<file path="src/rtl/mem_bus_arbiter.sv">
// mem_bus_arbiter: shares a single memory port between the instruction-fetch requester and the
// data (load/store) requester.
//
// Arbitration alternates when both sides are requesting, and the first contested grant after
// reset goes to data. Each grant runs one m_req/m_ack handshake. The read data is registered
// into rdata_o, and the owner receives a one-cycle done pulse. If memory does not acknowledge
// within TIMEOUT_CYCLES busy cycles, the transfer is aborted and a sticky bus error is raised.
//
// Ports:
//   clk, rst                      clock; asynchronous active-low reset
//   if_req_i, if_addr_i           fetch request (held until if_done_o) and its address
//   if_done_o                     1-cycle pulse: fetch complete, rdata_o valid
//   d_req_i, d_we_i, d_addr_i,    data request (held until d_done_o), 1 = store, address,
//   d_wdata_i, d_be_i             store data and byte enables
//   d_done_o                      1-cycle pulse: data transfer complete, rdata_o valid
//   rdata_o                       read data of the last completed load/fetch
//   stall_o                       combinational stall to the control unit
//   bus_error_o                   sticky timeout flag, cleared only by reset
//   m_req_o, m_we_o, m_addr_o,    registered memory request, write enable, address,
//   m_wdata_o, m_be_o             write data and byte enables
//   m_ack_i, m_rdata_i            memory acknowledge and read data
module mem_bus_arbiter #(
  parameter int unsigned AW             = 32,
  parameter int unsigned DW             = 32,
  parameter int unsigned TIMEOUT_CYCLES = 16
) (
  input  logic            clk,
  input  logic            rst,
  input  logic            if_req_i,
  input  logic [AW-1:0]   if_addr_i,
  output logic            if_done_o,
  input  logic            d_req_i,
  input  logic            d_we_i,
  input  logic [AW-1:0]   d_addr_i,
  input  logic [DW-1:0]   d_wdata_i,
  input  logic [DW/8-1:0] d_be_i,
  output logic            d_done_o,
  output logic [DW-1:0]   rdata_o,
  output logic            stall_o,
  output logic            bus_error_o,
  output logic            m_req_o,
  output logic            m_we_o,
  output logic [AW-1:0]   m_addr_o,
  output logic [DW-1:0]   m_wdata_o,
  output logic [DW/8-1:0] m_be_o,
  input  logic            m_ack_i,
  input  logic [DW-1:0]   m_rdata_i
);

  localparam int unsigned BW = DW / 8;
  localparam int unsigned CntW = (TIMEOUT_CYCLES > 2) ? $clog2(TIMEOUT_CYCLES) : 1;
  // Last busy-cycle count before abort; only meaningful when the timeout is enabled.
  localparam logic [CntW-1:0] CntLast = CntW'(TIMEOUT_CYCLES - 1);

  typedef enum logic [1:0] {StIdle, StBusy, StDone} state_e;
  typedef enum logic {OwnIf, OwnData} owner_e;

  state_e          state_q, state_d;
  owner_e          last_owner_q, last_owner_d;
  logic [CntW-1:0] cnt_q, cnt_d;
  logic            m_req_q, m_req_d;
  logic            m_we_q, m_we_d;
  logic [AW-1:0]   m_addr_q, m_addr_d;
  logic [DW-1:0]   m_wdata_q, m_wdata_d;
  logic [BW-1:0]   m_be_q, m_be_d;
  logic [DW-1:0]   rdata_q, rdata_d;
  logic            if_done_q, if_done_d;
  logic            d_done_q, d_done_d;
  logic            bus_error_q, bus_error_d;
  logic            grant_data;

  // Data wins if it is alone, or if both are requesting and fetch held the port last time.
  assign grant_data = d_req_i && (!if_req_i || (last_owner_q == OwnIf));

  always_comb begin
    state_d      = state_q;
    last_owner_d = last_owner_q;
    cnt_d        = cnt_q;
    m_req_d      = m_req_q;
    m_we_d       = m_we_q;
    m_addr_d     = m_addr_q;
    m_wdata_d    = m_wdata_q;
    m_be_d       = m_be_q;
    rdata_d      = rdata_q;
    if_done_d    = 1'b0;
    d_done_d     = 1'b0;
    bus_error_d  = bus_error_q;

    unique case (state_q)
      StIdle: begin
        if (if_req_i || d_req_i) begin
          m_req_d = 1'b1;
          state_d = StBusy;
          if (grant_data) begin
            last_owner_d = OwnData;
            m_we_d       = d_we_i;
            m_addr_d     = d_addr_i;
            m_wdata_d    = d_wdata_i;
            m_be_d       = d_be_i;
          end else begin
            last_owner_d = OwnIf;
            m_we_d       = 1'b0;
            m_addr_d     = if_addr_i;
            m_wdata_d    = '0;
            m_be_d       = '1;
          end
        end
      end

      StBusy: begin
        if (m_ack_i) begin
          // Stores leave the last read value in place.
          if (!m_we_q) begin
            rdata_d = m_rdata_i;
          end
          m_req_d = 1'b0;
          state_d = StDone;
          if (last_owner_q == OwnData) begin
            d_done_d = 1'b1;
          end else begin
            if_done_d = 1'b1;
          end
        end else if ((TIMEOUT_CYCLES != 0) && (cnt_q == CntLast)) begin
          // Abort: complete the transfer towards the requester, but with zero data.
          m_req_d     = 1'b0;
          bus_error_d = 1'b1;
          rdata_d     = '0;
          state_d     = StDone;
          if (last_owner_q == OwnData) begin
            d_done_d = 1'b1;
          end else begin
            if_done_d = 1'b1;
          end
        end else begin
          cnt_d = cnt_q + CntW'(1);
        end
      end

      StDone: begin
        cnt_d   = '0;
        state_d = StIdle;
      end

      default: begin
        state_d = StIdle;
      end
    endcase
  end

  always_ff @(posedge clk or negedge rst) begin
    if (!rst) begin
      state_q      <= StIdle;
      last_owner_q <= OwnIf;
      cnt_q        <= '0;
      m_req_q      <= 1'b0;
      m_we_q       <= 1'b0;
      m_addr_q     <= '0;
      m_wdata_q    <= '0;
      m_be_q       <= '0;
      rdata_q      <= '0;
      if_done_q    <= 1'b0;
      d_done_q     <= 1'b0;
      bus_error_q  <= 1'b0;
    end else begin
      state_q      <= state_d;
      last_owner_q <= last_owner_d;
      cnt_q        <= cnt_d;
      m_req_q      <= m_req_d;
      m_we_q       <= m_we_d;
      m_addr_q     <= m_addr_d;
      m_wdata_q    <= m_wdata_d;
      m_be_q       <= m_be_d;
      rdata_q      <= rdata_d;
      if_done_q    <= if_done_d;
      d_done_q     <= d_done_d;
      bus_error_q  <= bus_error_d;
    end
  end

  assign if_done_o   = if_done_q;
  assign d_done_o    = d_done_q;
  assign rdata_o     = rdata_q;
  assign bus_error_o = bus_error_q;
  assign m_req_o     = m_req_q;
  assign m_we_o      = m_we_q;
  assign m_addr_o    = m_addr_q;
  assign m_wdata_o   = m_wdata_q;
  assign m_be_o      = m_be_q;
  assign stall_o     = (if_req_i && !if_done_q) || (d_req_i && !d_done_q);

endmodule

</file>
<file path="config.mk">
export PLATFORM = sky130hd
export DESIGN_NAME = mem_bus_arbiter
export DESIGN_NICKNAME = d
export VERILOG_FILES = /design/src/rtl/mem_bus_arbiter.sv
export SDC_FILE = /design/constraint.sdc
export NUM_CORES = 1
export LEC_CHECK = 0
export CAP_MARGIN = 20
export CORE_MARGIN = 2
export CORE_UTILIZATION = 30
export DETAILED_ROUTE_END_ITERATION = 6
export DONT_BUFFER_PORTS = 1
export SETUP_SLACK_MARGIN = 0.15
export SLEW_MARGIN = 40
export SYNTH_ARGS = -nofsm -noshare
export SYNTH_HDL_FRONTEND = slang
export SYNTH_SLANG_ARGS = --single-unit
</file>
<file path="constraint.sdc">
create_clock -name clk -period 1.5 [get_ports clk]
set_input_delay 0.3 -clock clk [delete_from_list [all_inputs] [get_ports clk]]
set_output_delay 0.3 -clock clk [all_outputs]
set_load 0.05 [all_outputs]
</file>
Word-level counts from Yosys, hierarchy flattened
Cells that the tools add are included.

Equal/unequal tests: 8. Add/sub/neg operators: 1. Multiplexer cells: 27. Reductions and logical operators: 19. Bitwise operators: 2.

Operators with widths (number): $mux W32 (5); $mux W1 (13); $mux W4 (3); $reduce_and A3 Y1 (4); $ne A2 B2 Y1 const B (4); $pmux W4 S2 (1); $mux W2 (3); $reduce_bool A2 Y1 (3); $add A4 B1 Y4 const B (1); $eq A4 B4 Y1 const B (1); $pmux W2 S2 (1); $reduce_and A2 Y1 (2); $logic_and A1 B1 Y1 (3); $logic_not A1 Y1 (3); $logic_or A1 B1 Y1 (3); $ne A3 B3 Y1 const B (1); $eq A2 B1 Y1 const B (1); $eq A2 B2 Y1 const B (1); $logic_not A2 Y1 (1); $not A1 Y1 (2); $pmux W1 S2 (1).

Logic and storage cells: 69. Bits in registers: 112. Input port bits: 138. Output and inout bits: 106.

Longest topological paths before layout
Gate-level depths: netlist of the first run.

Depth in word-level cells: 4. Mapped depth: 5. Mapped depth without buffers: 4.

Worst setup path before layout of the first run
OpenSTA, ideal clock, no wires.

Kind: register to output. Start point: register d_done_q, in the netlist d_done_o. End point: output stall_o. Cell stages (with the launch flop): 2. Slack: -202 ps. Data arrival time: 1402 ps. Buffers on the path: 0. Data required time: 1200 ps. Cell sequence: dfrtp_1 -> o22ai_1.

Longest elaborated chain between the ends: 3.

Ends and longest elaborated chain: start, declared (line 68) `logic d_done_q, d_done_d;`; start signal, assigned (line 175) `d_done_q <= d_done_d;`; $logic_not A1 Y1 (line 189) `assign stall_o = (if_req_i && !if_done_q) || (d_req_i && !d_done_q);`; $logic_and A1 B1 Y1 (line 189); $logic_or A1 B1 Y1 (line 189); end, declared (line 39) `output logic stall_o,`.

No other way between the ends.

Worst setup path in the final report of the first run
Start point: register last_owner_q. End point: register m_addr_q[16], in the netlist m_addr_o[16].

Longest elaborated chain between the ends: 4.

Ends and longest elaborated chain: start, declared (line 59) `owner_e last_owner_q, last_owner_d;`; start signal, assigned (line 153) `last_owner_q <= OwnIf;`; start signal, assigned (line 166) `last_owner_q <= last_owner_d;`; $not A1 Y1 (line 73) `assign grant_data = d_req_i && (!if_req_i || (last_owner_q == OwnIf));`; $logic_or A1 B1 Y1 (line 73); $logic_and A1 B1 Y1 (line 73); $mux W32 (line 94) `if (grant_data) begin`; end signal, assigned (line 170) `m_addr_q <= m_addr_d;`; end, declared (line 63) `logic [AW-1:0] m_addr_q, m_addr_d;`.

No other way between the ends. A chain may end at the register's enable or synchronous reset.

==> impl_metrics.yaml, run 1 <==
routing:
  wl_met1_mm: 5.036
  wire_per_inst_um: 21.68
  drt_first_pass_iters: 4
  top_layer_used: "met4"
  dr_total_vias: 3124
  totalWireLength_mm: 12.66
  met3_length_um: 887
  drt_iter0_markers: 100
  via_per_inst: 5.349
  drtAntennaViolNets: 0
  dr_wl_met2_mm: 6.552
  drc: 0
critical_path:
  crit_arrival_ps: 1830
  rr_startpoint: "last_owner_q"
  required_ps: 1740
  ff2ff_path_depth: 5
  cp_num_buf_inv: 2
  crit_slowest_cell: "dfrtp_1"
  cp_common_cell: "mux2_2"
  reg2reg_slack_ps: -90
  cp.depth: 5
  cp_max_fo: 16
  crit_path_end_kind: "register"
  critical_path.top_delay_family: "multiplexers"
  start_kind: "register"
  startpoint: "last_owner_q"
  criticalPathCategory: "reg -> reg"
  worstPathCellList: "a21boi_4 > buf_4 > buf_12 > mux2_2 > mux2_2"
  crit_path_end: "m_addr_o[16]"
  slowest_delay_ps: 420
  worstReg2RegEnd: "m_addr_o[16]"
placed_design:
  place.gp.congestion: 0.7368
  place_hpwl_mm: 7.625
  dp_slack_ps: -63.31
  port-buffer-count: 0
  dpl-instance-area_mm2: 0.005311
yosys:
  synth_area_mm2: 0.004756
  synth_top_area_frac: 0.5893
  syn_nets: 484
  yosys.area.top_type: "dfrtp_1"
  ys_ff_latch: 112
  yosysSeqAreaShare: 0.5893
  synth_flop_cell: "dfrtp_1"
  ys_async_sr_fraction: 1.000
  synthDistinctLibCells: 36
  ys_warn_count: 0
  synth_area_leaders: "dfrtp_1 (59%), mux2_2 (15%), a22o_1 (6.1%), o2bb2ai_1 (5.9%), a22oi_1 (5.1%)"
  synth_edf_count: 0
  netlist_instances: 345
  avgSynthCellArea_um2: 13.78
floorplan:
  num_rows: 46
  io_pins: 244
  die_height_um: 129.9
  coreArea_mm2: 0.01571
  initial_core_util: 0.3027
  die_area_mm2: 0.01688
  die_w_um: 129.9
grt:
  grt_pass1_wl_mm: 16.87
  antenna_found_initial: 0
  grt_max_degree: 113
  grt.overflow.total: 0
  track_usage: 0.1320
  grt_pass1_vias: 3032
clock_network:
  cts_buffers: 9
  cts.clk_slew.worst_paths_ps: 80
  cts_root_buf: "clkbuf_16"
  clk_latency_ps: 360
  cts_tree: "yes"
  cts_max_level: 3
  clock_sinks: 112
  clock_path_buffers: 2
sta:
  setup_violations: 41
  maxSlewViolCount: 0
  clock_skew_ps: 15.81
  rsz0062_at_grt: "yes"
  fmax_mhz: 629.3
  fin_tns_setup_ps: -2336
  finalHoldViolCount: 112
  tightest_slew_ps: 658.3
  hold_slack_ps: -370.2
  post-route-min-period_ps: 1589
  slew_headroom: 0.5611
  post-route-period-util: 1.059
  timing.final.ws_setup_ps: -88.99
final_layout:
  syn2layout_area_growth_pct: 31.91
  n_antenna_cell: 0
  fin_nets: 502
  drive_gt1_frac: 0.6440
  final_area_mm2: 0.006274
run:
  drv_cap: 0
status:
  status: "finished with violations"
  failed_checks: "negative hold slack, negative setup slack"
worst_hold_path:
  min-delay-path-class: "in -> async"
## registers in the layout, indices dropped and copies added (netlist names), 2 cells and up
| register | cells |
|---|---|
| state_q | 2 |
| m_be_o | 4 |
| rdata_o | 32 |
| m_addr_o | 32 |
| cnt_q | 4 |
| m_wdata_o | 32 |
## per-stage QoR
stage | cells | util
floorplan | 345 | -
CTS | 571 | 0.3791
global placement | 551 | 0.3380
detailed placement | 551 | 0.3380
finish | 584 | 0.3993
global route | 584 | 0.3993
## repair_timing
action / in CTS / in global routing
gates resized for setup: 73 / 26
pin swaps: 0 / 3
hold endpoints to repair: 112 / 112
buffers inserted: 3 / 4
endpoints found under the setup margin: 138 / 104
cloned: 1 / 9
## worst min-delay path by stage
stage / from / end / slack [ps] / cells past startpoint
2_1_floorplan: rst / bus_error_o / 4 / 0
3_3_place_gp: rst / m_be_o[3] / 7 / 0
3_5_place_dp: rst / m_be_o[3] / 6 / 0
4_1_cts: rst / m_be_o[3] / -390 / 0
5_1_grt: rst / m_be_o[3] / -400 / 0
6_report: rst / m_be_o[3] / -370 / 0
## per-layer routing
layer | up-vias | global-route usage
li1 | 1370 | -
met1 | 1608 | 0.1556
met2 | 134 | 0.2236
met3 | 12 | 0.05002
met4 | 0 | 0.04175
met5 | - | 0
## cell type report
cell class | instances | area [um2]
fillers | 1464 | 9439
flip-flops and latches | 112 | 2856
multi-input cells | 198 | 2313
repair buffers | 34 | 503.0
well taps | 216 | 270.3
clock buffers | 9 | 225.2
clock inverters | 7 | 75.07
inverters | 8 | 30.03
## kinds of logic (layout without fill, tap and decap cells)
family          count (synthesis)  count (layout)  share of synthesized area
compound gates                117             117                     0.2021
mux                            64              64                     0.1515
flops                         112             112                     0.5893
buf+inv                        35              58                    0.03315
fa+ha+maj                       1               1                   0.002630
simple gates                   16              16                    0.02131
## cells in the final DEF (no fill, tap or decap), types with 4 or more instances in the layout
master | Yosys | final
dfrtp_2 | 0 | 43
a22oi_2 | 0 | 31
o2bb2ai_2 | 0 | 25
dfrtp_1 | 112 | 69
a22o_1 | 33 | 33
mux2_2 | 64 | 63
o2bb2ai_4 | 0 | 7
buf_4 | 3 | 13
buf_6 | 0 | 6
inv_1 | 8 | 8
o22a_1 | 4 | 4
inv_6 | 0 | 4
clkbuf_16 | 0 | 15
buf_12 | 0 | 7
## synth_stat cells, types with 2 or more instances
| library cell | instances |
|---|---|
| nand2_1 | 3 |
| buf_2 | 12 |
| inv_1 | 8 |
| o21ai_0 | 3 |
| clkbuf_1 | 12 |
| o211ai_1 | 2 |
| nor2_1 | 3 |
| mux2_2 | 64 |
| o2bb2ai_1 | 32 |
| buf_4 | 3 |
| o22a_1 | 4 |
| a22oi_1 | 32 |
| a22o_1 | 33 |
| dfrtp_1 | 112 |
Power of run 1 is not shown: default switching activity piles up to over one toggle a cycle in this logic, so the estimate is an artifact.
==> inputs of run 2 (changes only) <==
--- a/config.mk
+++ b/config.mk
@@ -6,7 +6,7 @@
 export NUM_CORES = 1
 export LEC_CHECK = 0
 export CAP_MARGIN = 20
-export CORE_MARGIN = 2
+export CORE_MARGIN = 3
 export CORE_UTILIZATION = 30
 export DETAILED_ROUTE_END_ITERATION = 6
 export DONT_BUFFER_PORTS = 1
==> impl_metrics.yaml, run 2 (synthesis gave the netlist of run 1 again) <==
floorplan:
  die_w_um: 131.9
  coreArea_mm2: 0.01537
  die_area_mm2: 0.01740
  initial_core_util: 0.3094
  num_rows: 45
  die_height_um: 131.9
  io_pins: 244
final_layout:
  layout_common_cells: "dfrtp_1 (69), mux2_2 (64), dfrtp_2 (43), a22o_1 (33), a22oi_2 (31)"
  syn2layout_area_growth_pct: 29.70
  nFillCells: 1422
  multi_input_area_mm2: 0.002205
  drive_gt1_frac: 0.6152
  regArea_mm2: 0.002856
  fin_nets: 503
  n_antenna_cell: 0
  final_common_cell: "dfrtp_1"
placed_design:
  place_hpwl_mm: 7.863
  place.gp.congestion: 0.7464
  port-buffer-count: 0
routing:
  via_per_inst: 5.310
  drt_first_pass_iters: 4
  totalWireLength_mm: 12.00
  drt_iter0_markers: 90
  wire_per_inst_um: 20.69
  drc: 0
  drtAntennaViolNets: 0
  dr_total_vias: 3080
critical_path:
  slowest_delay_ps: 430
  worstPathCellList: "buf_6 > or2b_1 > o21bai_4 > bufbuf_16 > o2bb2ai_1"
  crit_slowest_cell: "dfrtp_2"
  crit_path_end_kind: "register"
  start_kind: "register"
  criticalPathCategory: "reg -> reg"
  cp_max_fo: 6
  crit_arrival_ps: 1780
  required_ps: 1710
sta:
  post-route-period-util: 1.043
  fmax_mhz: 639.4
  tightest_slew_ps: 527.9
  clock_skew_ps: 9.069
  rsz0062_at_grt: "yes"
  maxSlewViolCount: 0
  post-route-min-period_ps: 1564
  fin_tns_setup_ps: -1886
  slew_headroom: 0.6481
  finalHoldViolCount: 112
  setup_violations: 57
  timing.final.ws_setup_ps: -64.05
  hold_slack_ps: -361.5
clock_network:
  clock_sinks: 112
  cts_buffers: 9
  cts_root_buf: "clkbuf_16"
  cts_max_level: 3
  clk_latency_ps: 350
  cts_tree: "yes"
  clock_path_buffers: 2
  cts.clk_slew.worst_paths_ps: 80
grt:
  grt_max_degree: 113
  track_usage: 0.1271
  antenna_found_initial: 0
  grt_pass1_vias: 3167
  grt.overflow.total: 0
  grt_pass1_wl_mm: 17.64
status:
  status: "finished with violations"
  failed_checks: "negative hold slack, negative setup slack"
worst_hold_path:
  min-delay-path-class: "in -> async"
run:
  drv_cap: 0
==> run 2: cell count changes in the layout (fill, tap and decap cells not counted), moves of 2 or more <==
cell,change
buf_8,+2
o2bb2ai_1,+13
clkbuf_16,-3
inv_6,-3
o2bb2ai_4,-3
clkbuf_8,+2
clkinv_8,-2
buf_12,+2
o2bb2ai_2,-10
==> run 2: cell type report <==
type,instances,share of cell area
clock buffer,11,0.04097
clock inverter,5,0.01014
inverter,8,0.004868
multi-input combinational,198,0.3574
sequential,112,0.4631
tap,211,0.04280
timing repair buffer,35,0.08073
==> run 2: critical path: cells and delay by family, from the launching register on <==
kind            cells  cell delay, ps
compound gates      2             340
flops               1             430
buf+inv             2             420
simple gates        1             230
==> run 2: worst paths after layout <==
kind,startpoint,cells after the start,slack (ps),end
hold reg to reg,last_owner_q,2,580,if_done_o
min in group clk,d_be_i[0],1,70,m_be_o[0]
hold / removal,rst,0,-360,rdata_o[5]
setup / recovery,state_q[1],5,-60,rdata_o[15]
max in group asynchronous,rst,0,1680,m_wdata_o[13]
setup reg to reg,state_q[1],5,-60,rdata_o[15]
==> run 2: per-layer routing <==
metal | wire length [um] | up-vias | part of all wire | global-route usage
met5 | 0 | - | 0 | 0
met4 | 257 | 0 | 0.021 | 0.05543
met3 | 827 | 16 | 0.069 | 0.03855
met2 | 6292 | 144 | 0.52 | 0.2169
met1 | 4621 | 1549 | 0.39 | 0.1480
li1 | - | 1371 | - | -
==> run 2: what timing repair did <==
action | in CTS | in global routing
gates cloned | 3 | 3
pin swaps | 3 | 6
endpoints found under the setup margin | 124 | 147
resized for setup | 30 | 63
setup buffers | 6 | 7
hold endpoints to repair | 112 | 112
==> run 2: stage by stage <==
stage / util / cell area (um2) / instances / setup slack, ps / hold WS [ps]
6_report: 0.4013 / 6168 / 580 / -64.05 / -361.5
5_1_grt: 0.4013 / 6168 / 580 / -103.4 / -396.6
4_1_cts: 0.3827 / 5883 / 570 / -50.74 / -382.0
3_5_place_dp: 0.3455 / 5310 / 545 / -36.06 / 6.527
3_3_place_gp: 0.3455 / 5310 / 545 / -14.07 / 7.097
2_1_floorplan: - / 5005 / 345 / 3.365 / 4.409
Power of run 2 is left out for the same reason.
